### src/rtl/boot_loader_if.sv
// Byte-stream in / RAM write out / CPU-hold status bundle for the boot loader.
interface boot_loader_if #(
   parameter int unsigned DATA_WIDTH = 16,
   parameter int unsigned ADDR_WIDTH = 8
);
   logic                  start;
   logic                  in_valid;
   logic [7:0]            in_data;
   logic                  in_ready;
   logic                  mem_we;
   logic [ADDR_WIDTH-1:0] mem_addr;
   logic [DATA_WIDTH-1:0] mem_wdata;
   logic                  cpu_hold;
   logic                  busy;
   logic                  done;
   logic                  error;
   logic [ADDR_WIDTH:0]   words_loaded;

   // Host side: issues start, drives the stream, observes RAM writes and status.
   modport master (
      output start, in_valid, in_data,
      input  in_ready, mem_we, mem_addr, mem_wdata,
      input  cpu_hold, busy, done, error, words_loaded
   );

   // Loader side.
   modport slave (
      input  start, in_valid, in_data,
      output in_ready, mem_we, mem_addr, mem_wdata,
      output cpu_hold, busy, done, error, words_loaded
   );
endinterface

### src/rtl/boot_loader.sv
// Framed byte-stream program loader: assembles words, writes RAM from
// address 0, verifies an XOR checksum and only then releases the CPU.
module boot_loader #(
   parameter int unsigned DATA_WIDTH = 16,
   parameter int unsigned ADDR_WIDTH = 8
) (
   input  logic          clk,
   input  logic          rst,
   boot_loader_if.slave  bus
);

   localparam int unsigned BYTES_PER_WORD = DATA_WIDTH / 8;
   localparam int unsigned BCNT_W         = (BYTES_PER_WORD > 1) ? $clog2(BYTES_PER_WORD) : 1;
   localparam int unsigned CNT_W          = ADDR_WIDTH + 1;

   localparam logic [BCNT_W-1:0] LAST_BYTE = BCNT_W'(BYTES_PER_WORD - 1);
   localparam logic [31:0]       MAX_WORDS = 32'(1) << ADDR_WIDTH;

   localparam logic [2:0] S_IDLE   = 3'd0;
   localparam logic [2:0] S_LEN_HI = 3'd1;
   localparam logic [2:0] S_LEN_LO = 3'd2;
   localparam logic [2:0] S_DATA   = 3'd3;
   localparam logic [2:0] S_CHECK  = 3'd4;
   localparam logic [2:0] S_DONE   = 3'd5;
   localparam logic [2:0] S_ERROR  = 3'd6;

   logic [2:0]            state_q,     state_d;
   logic [7:0]            len_hi_q,    len_hi_d;
   logic [CNT_W-1:0]      len_q,       len_d;
   logic [7:0]            csum_q,      csum_d;
   logic [DATA_WIDTH-1:0] word_q,      word_d;
   logic [BCNT_W-1:0]     bcnt_q,      bcnt_d;
   logic [CNT_W-1:0]      words_q,     words_d;
   logic                  mem_we_q,    mem_we_d;
   logic [ADDR_WIDTH-1:0] mem_addr_q,  mem_addr_d;
   logic [DATA_WIDTH-1:0] mem_wdata_q, mem_wdata_d;
   logic                  cpu_hold_q,  cpu_hold_d;
   logic                  busy_q,      busy_d;
   logic                  done_q,      done_d;
   logic                  error_q,     error_d;

   logic                  rx_c;
   logic                  accept_c;
   logic [15:0]           len_full_c;
   logic [DATA_WIDTH-1:0] word_next_c;

   // Receive states advertise ready; there is no backpressure inside them.
   assign rx_c        = (state_q == S_LEN_HI) || (state_q == S_LEN_LO) ||
                        (state_q == S_DATA)   || (state_q == S_CHECK);
   assign accept_c    = rx_c && bus.in_valid;
   assign len_full_c  = {len_hi_q, bus.in_data};
   assign word_next_c = DATA_WIDTH'({word_q, bus.in_data});

   // State register and all registered outputs.
   always_ff @(posedge clk or posedge rst) begin
      if (rst) begin
         state_q     <= S_IDLE;
         len_hi_q    <= '0;
         len_q       <= '0;
         csum_q      <= '0;
         word_q      <= '0;
         bcnt_q      <= '0;
         words_q     <= '0;
         mem_we_q    <= 1'b0;
         mem_addr_q  <= '0;
         mem_wdata_q <= '0;
         cpu_hold_q  <= 1'b1;
         busy_q      <= 1'b0;
         done_q      <= 1'b0;
         error_q     <= 1'b0;
      end else begin
         state_q     <= state_d;
         len_hi_q    <= len_hi_d;
         len_q       <= len_d;
         csum_q      <= csum_d;
         word_q      <= word_d;
         bcnt_q      <= bcnt_d;
         words_q     <= words_d;
         mem_we_q    <= mem_we_d;
         mem_addr_q  <= mem_addr_d;
         mem_wdata_q <= mem_wdata_d;
         cpu_hold_q  <= cpu_hold_d;
         busy_q      <= busy_d;
         done_q      <= done_d;
         error_q     <= error_d;
      end
   end

   // Next-state, datapath and output decode.
   always_comb begin
      state_d     = state_q;
      len_hi_d    = len_hi_q;
      len_d       = len_q;
      csum_d      = csum_q;
      word_d      = word_q;
      bcnt_d      = bcnt_q;
      words_d     = words_q;
      mem_we_d    = 1'b0;
      mem_addr_d  = mem_addr_q;
      mem_wdata_d = mem_wdata_q;

      case (state_q)
         S_IDLE, S_DONE, S_ERROR: begin
            if (bus.start) begin
               state_d = S_LEN_HI;
               csum_d  = '0;
               words_d = '0;
               bcnt_d  = '0;
            end
         end
         S_LEN_HI: begin
            if (accept_c) begin
               len_hi_d = bus.in_data;
               csum_d   = csum_q ^ bus.in_data;
               state_d  = S_LEN_LO;
            end
         end
         S_LEN_LO: begin
            if (accept_c) begin
               csum_d = csum_q ^ bus.in_data;
               len_d  = CNT_W'(len_full_c);
               // A length beyond the RAM is rejected before any write.
               if (32'(len_full_c) > MAX_WORDS) begin
                  state_d = S_ERROR;
               end else if (len_full_c == 16'd0) begin
                  state_d = S_CHECK;
               end else begin
                  state_d = S_DATA;
               end
            end
         end
         S_DATA: begin
            if (accept_c) begin
               csum_d = csum_q ^ bus.in_data;
               word_d = word_next_c;
               if (bcnt_q == LAST_BYTE) begin
                  bcnt_d      = '0;
                  mem_we_d    = 1'b1;
                  mem_addr_d  = ADDR_WIDTH'(words_q);
                  mem_wdata_d = word_next_c;
                  words_d     = words_q + CNT_W'(1);
                  if ((words_q + CNT_W'(1)) == len_q) begin
                     state_d = S_CHECK;
                  end
               end else begin
                  bcnt_d = bcnt_q + BCNT_W'(1);
               end
            end
         end
         S_CHECK: begin
            if (accept_c) begin
               state_d = (bus.in_data == csum_q) ? S_DONE : S_ERROR;
            end
         end
         default: begin
            state_d = S_IDLE;
         end
      endcase

      cpu_hold_d = (state_d != S_DONE);
      done_d     = (state_d == S_DONE);
      error_d    = (state_d == S_ERROR);
      busy_d     = (state_d == S_LEN_HI) || (state_d == S_LEN_LO) ||
                   (state_d == S_DATA)   || (state_d == S_CHECK);
   end

   assign bus.in_ready     = rx_c;
   assign bus.mem_we       = mem_we_q;
   assign bus.mem_addr     = mem_addr_q;
   assign bus.mem_wdata    = mem_wdata_q;
   assign bus.cpu_hold     = cpu_hold_q;
   assign bus.busy         = busy_q;
   assign bus.done         = done_q;
   assign bus.error        = error_q;
   assign bus.words_loaded = words_q;

endmodule

### src/flat_wrapper.sv
// flat-port wrapper written by rule: the top's interface ports become plain ports
module boot_loader_flat 
#(
   parameter int unsigned DATA_WIDTH = 16,
   parameter int unsigned ADDR_WIDTH = 8
)
  (clk, rst, bus_start, bus_in_valid, bus_in_data, bus_in_ready, bus_mem_we, bus_mem_addr, bus_mem_wdata, bus_cpu_hold, bus_busy, bus_done, bus_error, bus_words_loaded);
  boot_loader_if #(.DATA_WIDTH(DATA_WIDTH), .ADDR_WIDTH(ADDR_WIDTH)) bus_i ();
  input  logic clk;
  input  logic rst;
  input wire logic [$bits(bus_i.start)-1:0] bus_start;
  input wire logic [$bits(bus_i.in_valid)-1:0] bus_in_valid;
  input wire logic [$bits(bus_i.in_data)-1:0] bus_in_data;
  output wire logic [$bits(bus_i.in_ready)-1:0] bus_in_ready;
  output wire logic [$bits(bus_i.mem_we)-1:0] bus_mem_we;
  output wire logic [$bits(bus_i.mem_addr)-1:0] bus_mem_addr;
  output wire logic [$bits(bus_i.mem_wdata)-1:0] bus_mem_wdata;
  output wire logic [$bits(bus_i.cpu_hold)-1:0] bus_cpu_hold;
  output wire logic [$bits(bus_i.busy)-1:0] bus_busy;
  output wire logic [$bits(bus_i.done)-1:0] bus_done;
  output wire logic [$bits(bus_i.error)-1:0] bus_error;
  output wire logic [$bits(bus_i.words_loaded)-1:0] bus_words_loaded;
  assign bus_i.start = bus_start;
  assign bus_i.in_valid = bus_in_valid;
  assign bus_i.in_data = bus_in_data;
  assign bus_in_ready = bus_i.in_ready;
  assign bus_mem_we = bus_i.mem_we;
  assign bus_mem_addr = bus_i.mem_addr;
  assign bus_mem_wdata = bus_i.mem_wdata;
  assign bus_cpu_hold = bus_i.cpu_hold;
  assign bus_busy = bus_i.busy;
  assign bus_done = bus_i.done;
  assign bus_error = bus_i.error;
  assign bus_words_loaded = bus_i.words_loaded;
  boot_loader #(.DATA_WIDTH(DATA_WIDTH), .ADDR_WIDTH(ADDR_WIDTH)) u_core (.clk(clk), .rst(rst), .bus(bus_i));
endmodule
### config.mk
export PLATFORM = sky130hd
export DESIGN_NAME = boot_loader_flat
export DESIGN_NICKNAME = d
export VERILOG_FILES = /design/src/rtl/boot_loader_if.sv /design/src/rtl/boot_loader.sv /design/src/flat_wrapper.sv
export SDC_FILE = /design/constraint.sdc
export NUM_CORES = 1
export LEC_CHECK = 0
export ABC_CLOCK_PERIOD_IN_PS = 6100
export CORE_ASPECT_RATIO = 0.9
export CORE_MARGIN = 1
export CORE_UTILIZATION = 35
export CTS_CLUSTER_DIAMETER = 200
export CTS_CLUSTER_SIZE = 14
export DETAILED_ROUTE_END_ITERATION = 7
export SLEW_MARGIN = 25
export SYNTH_ARGS = -nofsm -noshare
export SYNTH_HDL_FRONTEND = slang
export SYNTH_SLANG_ARGS = --single-unit
### constraint.sdc
create_clock -name clk -period 6.1 [get_ports clk]
set_clock_uncertainty 0.1 [all_clocks]
set_input_delay 1.22 -clock clk [delete_from_list [all_inputs] [get_ports clk]]
set_output_delay 1.22 -clock clk [all_outputs]
set_load 0.02 [all_outputs]
==> flow_summary_export.csv, run 1 <==
group,metric,value,unit
run_status,status,"finished, final reports clean",
grt,grt_max_degree,41,
synth,synth.area.top_cells,"dfrtp_1 51%, nand2_1 9.8%, mux2_2 7.4%",
power_and_ir_drop,power_density,447.0,mW/mm^2
synth,ys_seq_area_frac,0.5169,
routing,drt_pass1_iterations,4,
cells_and_area,n_antenna_cell,0,
routing,drt_iter0_drc,127,
critical_path,reg2reg_depth,6,
timing,tns,0,ns
timing,worstMarginPinSlew,0.9460,ns
routing,vias_per_cell,4.970,
worst_hold_path,hold_depth,2,
synth,ys_warn_count,0,
clock_network,clock_sinks,75,
critical_path,cp_max_fo,36,
routing,antenna_left,0,
cells_and_area,layout_common_cells,"95 x nand2_1, 74 x dfrtp_1, 50 x clkdlybuf4s50_1",
die,die_x,109.4,um
grt,grt_antenna_before_repair,0,
clock_network,ctsHoldBuffers,0,
timing,period_needed,3.564,ns
cells_and_area,final_common_cell,"nand2_1",
grt,grtUsageTotal,0.1636,
routing,totalWireLength,8034,um
run,max_cap_violations,0,
cells_and_area,fillers,940,
synth,yosys.area.top_type,"dfrtp_1",
cells_and_area,multi_input_area,0.001620,sq mm
critical_path,critPathKind,"input port to flop",
critical_path,cp.arrival,3.68,ns
clock_network,post_cts_resized,0,
die,rows,34,
timing,hold_viol_final,0,
synth,synth_top_area_share,0.5096,
grt,grt_pass1_vias,2587,
synth,synth_area,0.003633,sq mm
routing,vias,2694,
clock_network,cts_setup_buffers,0,
clock_network,ctsHtreeMaxLevel,3,
die,initial_core_util,0.3682,
synth,ys_ff_latch,75,
placement,place.gp.congestion,0.7856,
cells_and_area,final_layout_size_suffix_gt1_frac,0.1298,
cells_and_area,area_growth,23.97,%
clock_network,cts_inserted_buffers,9,
die,io_pins,51,
power_and_ir_drop,ir_worst_vdd,230.7,uV
critical_path,cp_data_required_time,6.22,ns
die,coreArea,0.009869,sq mm
timing,max_freq,280.6,MHz
routing,wl_per_cell,14.82,um
critical_path,reg2reg_slack,3.53,ns
synth,syn_area_per_cell,9.794,sq um
power_and_ir_drop,p_leak,1.983,nW
critical_path,endpoint_kind,"flop",
placement,dp_hpwl,5331,um
grt,grt_first_pass_wirelength,13330,um
timing,period_share,0.5843,
clock_network,cts_root_buffer,"clkbuf_16",
timing,rsz0062_at_grt,"no",
placement,portBuffers,50,
synth,synth_fp_nets,384,
die,die_h,98.66,um
clock_network,cts_tree,"built",
cells_and_area,final_area,0.004504,sq mm
timing,relSlewSlack,0.3687,
clock_network,path_clk_slew,0.06,ns
clock_network,cts_buffer_depth,2,
critical_path,startpoint_type,"input port",
cells_and_area,nets,424,
synth,synth_cell_type_count,51,
worst_hold_path,min_path_type,"flop to flop",
placement,place_area,0.004198,sq mm
cells_and_area,regArea,0.001878,sq mm
synth,netlist_instances,371,
clock_network,clock_latency,0.33,ns
grt,grt-ovfl-total,0,
timing,drv_slew,0,
routing,drc,0,
timing,finalSetupViolations,0,
die,die_area,0.01079,sq mm
cell families after synthesis:
| group | Yosys count | share of synthesized area |
|---|---|---|
| simple gates | 159 | 0.2104 |
| mux | 24 | 0.07438 |
| flops | 75 | 0.5169 |
| compound gates | 59 | 0.1019 |
| fa+ha+maj | 2 | 0.006198 |
| buf+inv | 30 | 0.03719 |
| xor+xnor | 22 | 0.05303 |
power breakdown:
group	switching [mW]	internal, mW	leakage, nW
Clock	0.202	0.338	0.145
Sequential	0.132	0.668	0.974
Combinational	0.342	0.331	0.864
Total	0.676	1.34	1.98
critical path, cell delays in order:
cell and delay [ns]:
clkdlybuf4s50_1 0.56, nor2b_1 0.39, nand4_2 0.14, buf_4 0.29, inv_1 0.74, a21oi_4 0.15, xnor2_1 0.17
cell type report:
cell class                      instances  share of cell area
Tap cell                              126             0.03500
Sequential cell                        75              0.4169
Multi-Input combinational cell        266              0.3597
Clock buffer                           12             0.05694
Inverter                                7            0.005833
Clock inverter                          4             0.01111
Timing Repair Buffer                   52              0.1144
cell usage after synthesis (all sizes together):
cell    number
and3b        1
nand3        9
a211oi       1
a21oi        6
nand2b      10
dfrtp       74
and2         1
xor2         7
and3         2
nor2b        4
or3          3
xnor2       15
a22oi        1
or4b         1
o21a         1
nor3b        2
o31ai        4
mux2        24
a31oi        3
o32ai        1
dfstp        1
or2          1
a21o         1
nand2       95
buf          9
inv          7
and4         1
nand4        6
ha           1
nor4         6
o221ai       1
maj3         1
a22o         1
o21ai       33
or2b         1
nor3         3
o211ai       1
o22ai        4
clkbuf      14
nor2        13
o41ai        1
metal layers:
layer  GRT usage  vias up  wire length (um)
met3     0.05026       10               279
li1            -     1342                 -
met5           0        -                 0
met2      0.2429       54              3575
met4     0.04718        0               115
met1      0.2299     1288              4064
metrics by stage:
| step | instances | power [mW] | util | hold WS, ns | setup slack [ns] |
|---|---|---|---|---|---|
| detailed placement | 526 | 1.484 | 0.4253 | 0.3519 | 2.183 |
| finish | 542 | 2.013 | 0.4564 | 0.3582 | 2.536 |
| CTS | 542 | 2.030 | 0.4564 | 0.3617 | 2.521 |
| global placement | 526 | 1.467 | 0.4253 | 0.3506 | 2.228 |
| global route | 542 | 2.148 | 0.4564 | 0.3789 | 2.337 |
| floorplan | 371 | 1.261 | - | 0.3331 | 2.872 |
final timing paths:
path / startpoint / end
worst max-delay path: bus_in_valid / u_core.bus.busy$_DFF_PP0_
worst min-delay path: u_core.word_q[6]$_DFFE_PP0P_ / u_core.bus.mem_wdata[14]$_DFFE_PP0P_
worst max register to register: u_core.state_q[2]$_DFF_PP0_ / u_core.bus.busy$_DFF_PP0_
worst min register to register: u_core.word_q[6]$_DFFE_PP0P_ / u_core.bus.mem_wdata[14]$_DFFE_PP0P_
max in group asynchronous: rst / u_core.bus.mem_addr[7]$_DFFE_PP0P_
min in group asynchronous: rst / u_core.bus.mem_wdata[7]$_DFFE_PP0P_
flip-flops by register name, indices dropped and copies added, names as in the netlist, 3 cells and up:
name	count
u_core.word_q	8
u_core.len_hi_q	8
u_core.state_q	3
u_core.bus.mem_wdata	16
u_core.len_q	9
u_core.bus.mem_addr	8
u_core.bus.words_loaded	9
u_core.csum_q	8
Power figures use the tool's default switching activity.
==> run 2: changes to the inputs <==
--- a/config.mk
+++ b/config.mk
@@ -5,7 +5,7 @@
 export SDC_FILE = /design/constraint.sdc
 export NUM_CORES = 1
 export LEC_CHECK = 0
-export ABC_CLOCK_PERIOD_IN_PS = 6100
+export ABC_CLOCK_PERIOD_IN_PS = 2860
 export CORE_ASPECT_RATIO = 0.9
 export CORE_MARGIN = 1
 export CORE_UTILIZATION = 35
==> constraint.sdc (replaced) <==
create_clock -name clk -period 2.86 [get_ports clk]
set_clock_uncertainty 0.1 [all_clocks]
set_input_delay 0.572 -clock clk [delete_from_list [all_inputs] [get_ports clk]]
set_output_delay 0.572 -clock clk [all_outputs]
set_load 0.02 [all_outputs]
==> run 2 against run 1 <==
Sequential share of layout area is 1.2 points lower. Flip-flop and latch count is the same. Power rose by 120%. Sequential power is 110% higher. Worst hold slack better by 0.0085 ns. Final cell count grew 2.6%. Register-to-register slack got worse by 3.2 ns. Non-clock buffer count up 15. Critical path type is now flop to primary output. Highest routed layer unchanged.
==> flow_summary_export.csv, run 2 (synthesis results as in run 1) <==
group,metric,value,unit
run_status,status,"finished, final reports clean",
placement,portBuffers,50,
critical_path,crit_slowest_cell,"dfrtp_1",
die,die_x,109.4,um
clock_network,post_cts_resized,0,
run,max_cap_violations,0,
timing,relSlewSlack,0.5591,
critical_path,cp_max_fo,15,
routing,vias,2862,
critical_path,endpoint_kind,"primary output",
power_and_ir_drop,seq_power_share,0.378,
grt,grt-ovfl-total,0,
power_and_ir_drop,power_frac_clock,0.272,
critical_path,cp_slowest_stage_delay,0.54,ns
power_and_ir_drop,combPwrFrac,0.350,
routing,wl_per_cell,15.51,um
die,rows,34,
grt,grt_pass1_vias,2873,
power_and_ir_drop,p_sw_frac,0.3345,
timing,finalSetupViolations,0,
timing,drv_slew,0,
placement,place.gp.congestion,0.8206,
cells_and_area,fillers,961,
critical_path,crit_path_start,"u_core.state_q[1]$_DFF_PP0_",
clock_network,cts_tree,"built",
clock_network,clock_latency,0.33,ns
cells_and_area,n_antenna_cell,0,
grt,grt_antenna_before_repair,0,
cells_and_area,layout_common_cells,"95 x nand2_1, 74 x dfrtp_1, 50 x clkdlybuf4s50_1",
timing,max_freq,368.3,MHz
critical_path,startpoint_type,"flop",
power_and_ir_drop,internal_power,2.969,mW
clock_network,ctsHoldBuffers,0,
cells_and_area,final_layout_size_suffix_gt1_frac,0.1605,
timing,rsz0062_at_grt,"no",
power_and_ir_drop,p_leak,2.072,nW
clock_network,cts_inserted_buffers,9,
die,initial_core_util,0.3682,
grt,grt_max_degree,76,
grt,grt_first_pass_wirelength,14960,um
critical_path,crit_end,"bus_in_ready",
power_and_ir_drop,power_density,961.6,mW/mm^2
clock_network,cts_setup_buffers,0,
clock_network,cts_buffer_depth,2,
die,die_area,0.01079,sq mm
routing,drc,0,
routing,vias_per_cell,5.147,
power_and_ir_drop,p_sw,1.492,mW
clock_network,ctsHtreeMaxLevel,3,
timing,period_needed,2.715,ns
die,die_h,98.66,um
die,io_pins,51,
routing,drt_pass1_iterations,4,
timing,period_share,0.9495,
timing,hold_viol_final,0,
worst_hold_path,min_path_type,"flop to flop",
routing,totalWireLength,8623,um
critical_path,path_cells,"or3_1 > and2_1 > clkdlybuf4s50_1",
clock_network,path_clk_slew,0.06,ns
critical_path,r2r_start,"u_core.bus.words_loaded[1]$_DFFE_PP0P_",
routing,drt_iter0_drc,165,
clock_network,cts_root_buffer,"clkbuf_16",
cells_and_area,final_common_cell,"nand2_1",
timing,tns,0,ns
cells_and_area,nets,439,
placement,place_area,0.004323,sq mm
die,coreArea,0.009869,sq mm
cells_and_area,area_growth,27.69,%
timing,worstMarginPinSlew,0.6569,ns
grt,grtUsageTotal,0.1813,
cells_and_area,final_area,0.004639,sq mm
critical_path,reg2reg_slack,0.35,ns
clock_network,clock_sinks,75,
critical_path,cp_data_required_time,2.19,ns
routing,antenna_left,0,
power_and_ir_drop,ir_worst_vdd,377.6,uV
critical_path,reg2reg_depth,8,
critical_path,r2r_end,"u_core.bus.busy$_DFF_PP0_",
placement,dp_hpwl,5848,um
critical_path,cp.arrival,2.04,ns
worst_hold_path,hold_depth,2,
cells_and_area,largest_reg_flops,16,
critical_path,critPathKind,"flop to primary output",
==> run 2: cell types whose count changed in the layout (fill, tap and decap cells not counted), sizes merged <==
| cell | delta |
|---|---|
| clkinvlp | -1 |
| clkinv | +1 |
| buf | +15 |
| bufinv | +1 |
| clkbuf | -2 |
==> run 2: cell type report <==
cell class	count	area, sq um	share of cell area
Clock buffer	10	239.0	0.05151
Sequential cell	75	1878	0.4048
Timing Repair Buffer	67	640.6	0.1381
Clock inverter	5	77.57	0.01672
Tap cell	126	157.7	0.03398
Multi-Input combinational cell	266	1620	0.3492
Inverter	7	26.28	0.005663
==> run 2: layer usage <==
metal,GRT usage,wire length [um],up-vias
met5,0,0,-
met4,0.06462,114,0
met3,0.04630,342,10
met2,0.2642,3878,52
met1,0.2598,4288,1426
li1,-,-,1374
==> run 2: worst min-delay path by stage <==
stage	endpoint	from
final	u_core.bus.mem_wdata[9]$_DFFE_PP0P_	u_core.word_q[1]$_DFFE_PP0P_
after global routing	u_core.bus.mem_wdata[11]$_DFFE_PP0P_	u_core.word_q[3]$_DFFE_PP0P_
after CTS	u_core.bus.mem_wdata[14]$_DFFE_PP0P_	u_core.word_q[6]$_DFFE_PP0P_
after detailed placement	u_core.bus.mem_wdata[14]$_DFFE_PP0P_	u_core.word_q[6]$_DFFE_PP0P_
after global placement	u_core.bus.mem_wdata[9]$_DFFE_PP0P_	u_core.word_q[1]$_DFFE_PP0P_
after floorplan	u_core.bus.mem_wdata[10]$_DFFE_PP0P_	u_core.word_q[2]$_DFFE_PP0P_
==> run 2: stage by stage <==
stage	total power, mW	setup slack [ns]	hold slack (ns)	utilization	std cells
2_1_floorplan	2.690	0.2797	0.3331	-	371
6_report	4.461	0.1445	0.3667	0.4701	556
5_1_grt	4.757	0.05138	0.3911	0.4701	556
3_3_place_gp	3.227	0.1942	0.3567	0.4380	541
4_1_cts	4.501	0.1439	0.3717	0.4701	556
3_5_place_dp	3.268	0.1138	0.3585	0.4380	541
==> run 2: power by group through the flow <==
stage | registers, mW | clock network, mW | logic (mW)
after floorplan | 1.76 | 0 | 0.926
after global placement | 1.70 | 0 | 1.53
after detailed placement | 1.70 | 0 | 1.57
after CTS | 1.69 | 1.24 | 1.57
after global routing | 1.74 | 1.28 | 1.73
final | 1.69 | 1.21 | 1.56
==> run 2: critical path: cells and delay by family (launching register included) <==
kind,cells,cell delay [ns]
and+or+nand+nor,2,0.64
DFF,1,0.54
buffers and inverters,1,0.54
==> run 3: changes to the inputs <==
==> constraint.sdc (replaced) <==
create_clock -name clk -period 2.86 [get_ports clk]
set_clock_uncertainty 0.1 [all_clocks]
set_input_delay 0.858 -clock clk [delete_from_list [all_inputs] [get_ports clk]]
set_output_delay 0.858 -clock clk [all_outputs]
set_load 0.02 [all_outputs]
==> run 3 against run 2 <==
Design area increased by 2.4%. Worst hold slack about the same. Global-route usage decreased by 0.48 points. Final cell count increased by 3.1%. Routed wire length decreased by 0.72%. Die area unchanged. Critical path depth increased by 5.
==> flow_summary_export.csv, run 3 (synthesis results as in run 1) <==
group,metric,value,unit
clock_network,ctsHtreeMaxLevel,3,
timing,fin_ws,0.2987,ns
grt,grt-ovfl-total,0,
routing,totalWireLength,8561,um
placement,dp_hpwl,6086,um
critical_path,startpoint_type,"input port",
die,initial_core_util,0.3682,
cells_and_area,nets,455,
die,die_area,0.01079,sq mm
die,die_h,98.66,um
grt,grt_pass1_vias,2786,
worst_hold_path,hp-start,"u_core.word_q[5]$_DFFE_PP0P_",
grt,grt_first_pass_wirelength,14430,um
worst_hold_path,hold_depth,2,
die,rows,34,
routing,antenna_left,0,
placement,place.gp.congestion,0.8741,
grt,grtUsageTotal,0.1765,
timing,drv_slew,0,
placement,place_inst,557,
cells_and_area,instances_no_fill,573,
clock_network,cts_tree,"built",
clock_network,clock_sinks,75,
run,max_cap_violations,0,
cells_and_area,largest_reg_flops,16,
timing,hold_viol_final,0,
routing,wl_per_cell,14.94,um
routing,drt_pass1_iterations,4,
grt,grt_antenna_before_repair,0,
clock_network,clock_latency,0.34,ns
power_and_ir_drop,ir_worst_vdd,487.6,uV
routing,vias,2833,
critical_path,r2r_start,"u_core.bus.words_loaded[1]$_DFFE_PP0P_",
clock_network,cts_inserted_buffers,9,
placement,dp_slack,-0.03470,ns
power_and_ir_drop,power_density,935.4,mW/mm^2
clock_network,ctsHoldBuffers,0,
critical_path,critPathKind,"input port to flop",
placement,portBuffers,50,
clock_network,cts_buffer_depth,2,
critical_path,endpoint_kind,"flop",
timing,period_needed,2.561,ns
cells_and_area,final_common_cell,"nand2_1",
routing,vias_per_cell,4.944,
cells_and_area,area_growth,30.79,%
die,coreArea,0.009869,sq mm
cells_and_area,layout_common_cells,"95 x nand2_1, 74 x dfrtp_1, 49 x clkdlybuf4s50_1",
grt,grt_max_degree,76,
routing,drt_iter0_drc,96,
timing,finalSetupViolations,0,
critical_path,reg2reg_depth,8,
timing,fin_hold_ws,0.3670,ns
run_status,status,"finished, final reports clean",
cells_and_area,final_layout_size_suffix_gt1_frac,0.1924,
die,die_x,109.4,um
worst_hold_path,min_path_type,"flop to flop",
clock_network,cts_root_buffer,"clkbuf_16",
cells_and_area,n_antenna_cell,0,
timing,period_share,0.8956,
timing,max_freq,390.4,MHz
timing,worstMarginPinSlew,0.5301,ns
die,io_pins,51,
worst_hold_path,hold_end,"u_core.bus.mem_wdata[13]$_DFFE_PP0P_",
routing,drc,0,
critical_path,cp.arrival,2.69,ns
timing,rsz0062_at_grt,"no",
critical_path,r2r_end,"u_core.bus.busy$_DFF_PP0_",
critical_path,cp_max_fo,5,
clock_network,path_clk_slew,0.06,ns
critical_path,reg2reg_slack,0.34,ns
timing,relSlewSlack,0.6442,
power_and_ir_drop,p_leak,2.131,nW
critical_path,cp_data_required_time,2.98,ns
run 3: layer usage:
layer / GRT usage / wire length (um)
met1: 0.2450 / 4244
met2: 0.2617 / 3810
met3: 0.04894 / 357
met4: 0.06564 / 148
met5: 0 / 0
run 3: what timing repair did:
| action | in CTS | in global routing |
|---|---|---|
| gates resized for setup | 0 | 1 |
| buffers inserted | 0 | 0 |
| setup endpoints to repair | 0 | 1 |
run 3: worst max path at each step:
stage | startpoint | to | slack (ns) | depth (start not counted)
final | bus_in_data[5] | u_core.bus.busy$_DFF_PP0_ | 0.30 | 8
after global routing | u_core.bus.words_loaded[1]$_DFFE_PP0P_ | u_core.state_q[1]$_DFF_PP0_ | 0.15 | 8
after CTS | u_core.state_q[2]$_DFF_PP0_ | bus_in_ready | 0.02 | 3
after detailed placement | bus_in_data[5] | u_core.bus.busy$_DFF_PP0_ | -0.03 | 8
after global placement | bus_in_data[5] | u_core.bus.busy$_DFF_PP0_ | -0.006 | 8
after floorplan | bus_in_data[5] | u_core.bus.busy$_DFF_PP0_ | 0.49 | 8
run 3: power by group:
group | switching, mW | total, mW | internal (mW)
Sequential | 0.239 | 1.66 | 1.43
Clock | 0.463 | 1.14 | 0.679
Combinational | 0.819 | 1.64 | 0.819
Total | 1.52 | 4.45 | 2.92
run 3: final cells by class:
| cell class | instances | area (sq um) |
|---|---|---|
| clock inverters | 7 | 77.57 |
| fillers | 920 | 5117 |
| clock buffers | 9 | 225.2 |
| inverters | 7 | 30.03 |
| repair buffers | 83 | 763.2 |
| well taps | 126 | 157.7 |
| multi-input cells | 266 | 1620 |
| flip-flops and latches | 75 | 1878 |
run 3: per-stage QoR:
step,TNS (ns),area [sq um],utilization,power (mW)
global route,0,4752,0.4815,4.758
floorplan,0,3637,-,2.691
detailed placement,-0.04789,4447,0.4506,3.331
finish,0,4752,0.4815,4.445
global placement,-0.005572,4447,0.4506,3.281
CTS,0,4750,0.4812,4.500
run 3: worst max-delay path: stages:
cell,delay (ns)
clkdlybuf4s50_1,0.50
nor4_1,0.31
nand2_1,0.17
xnor2_1,0.18
nor2_1,0.08
o32ai_1,0.37
a21oi_4,0.08
xnor2_1,0.14
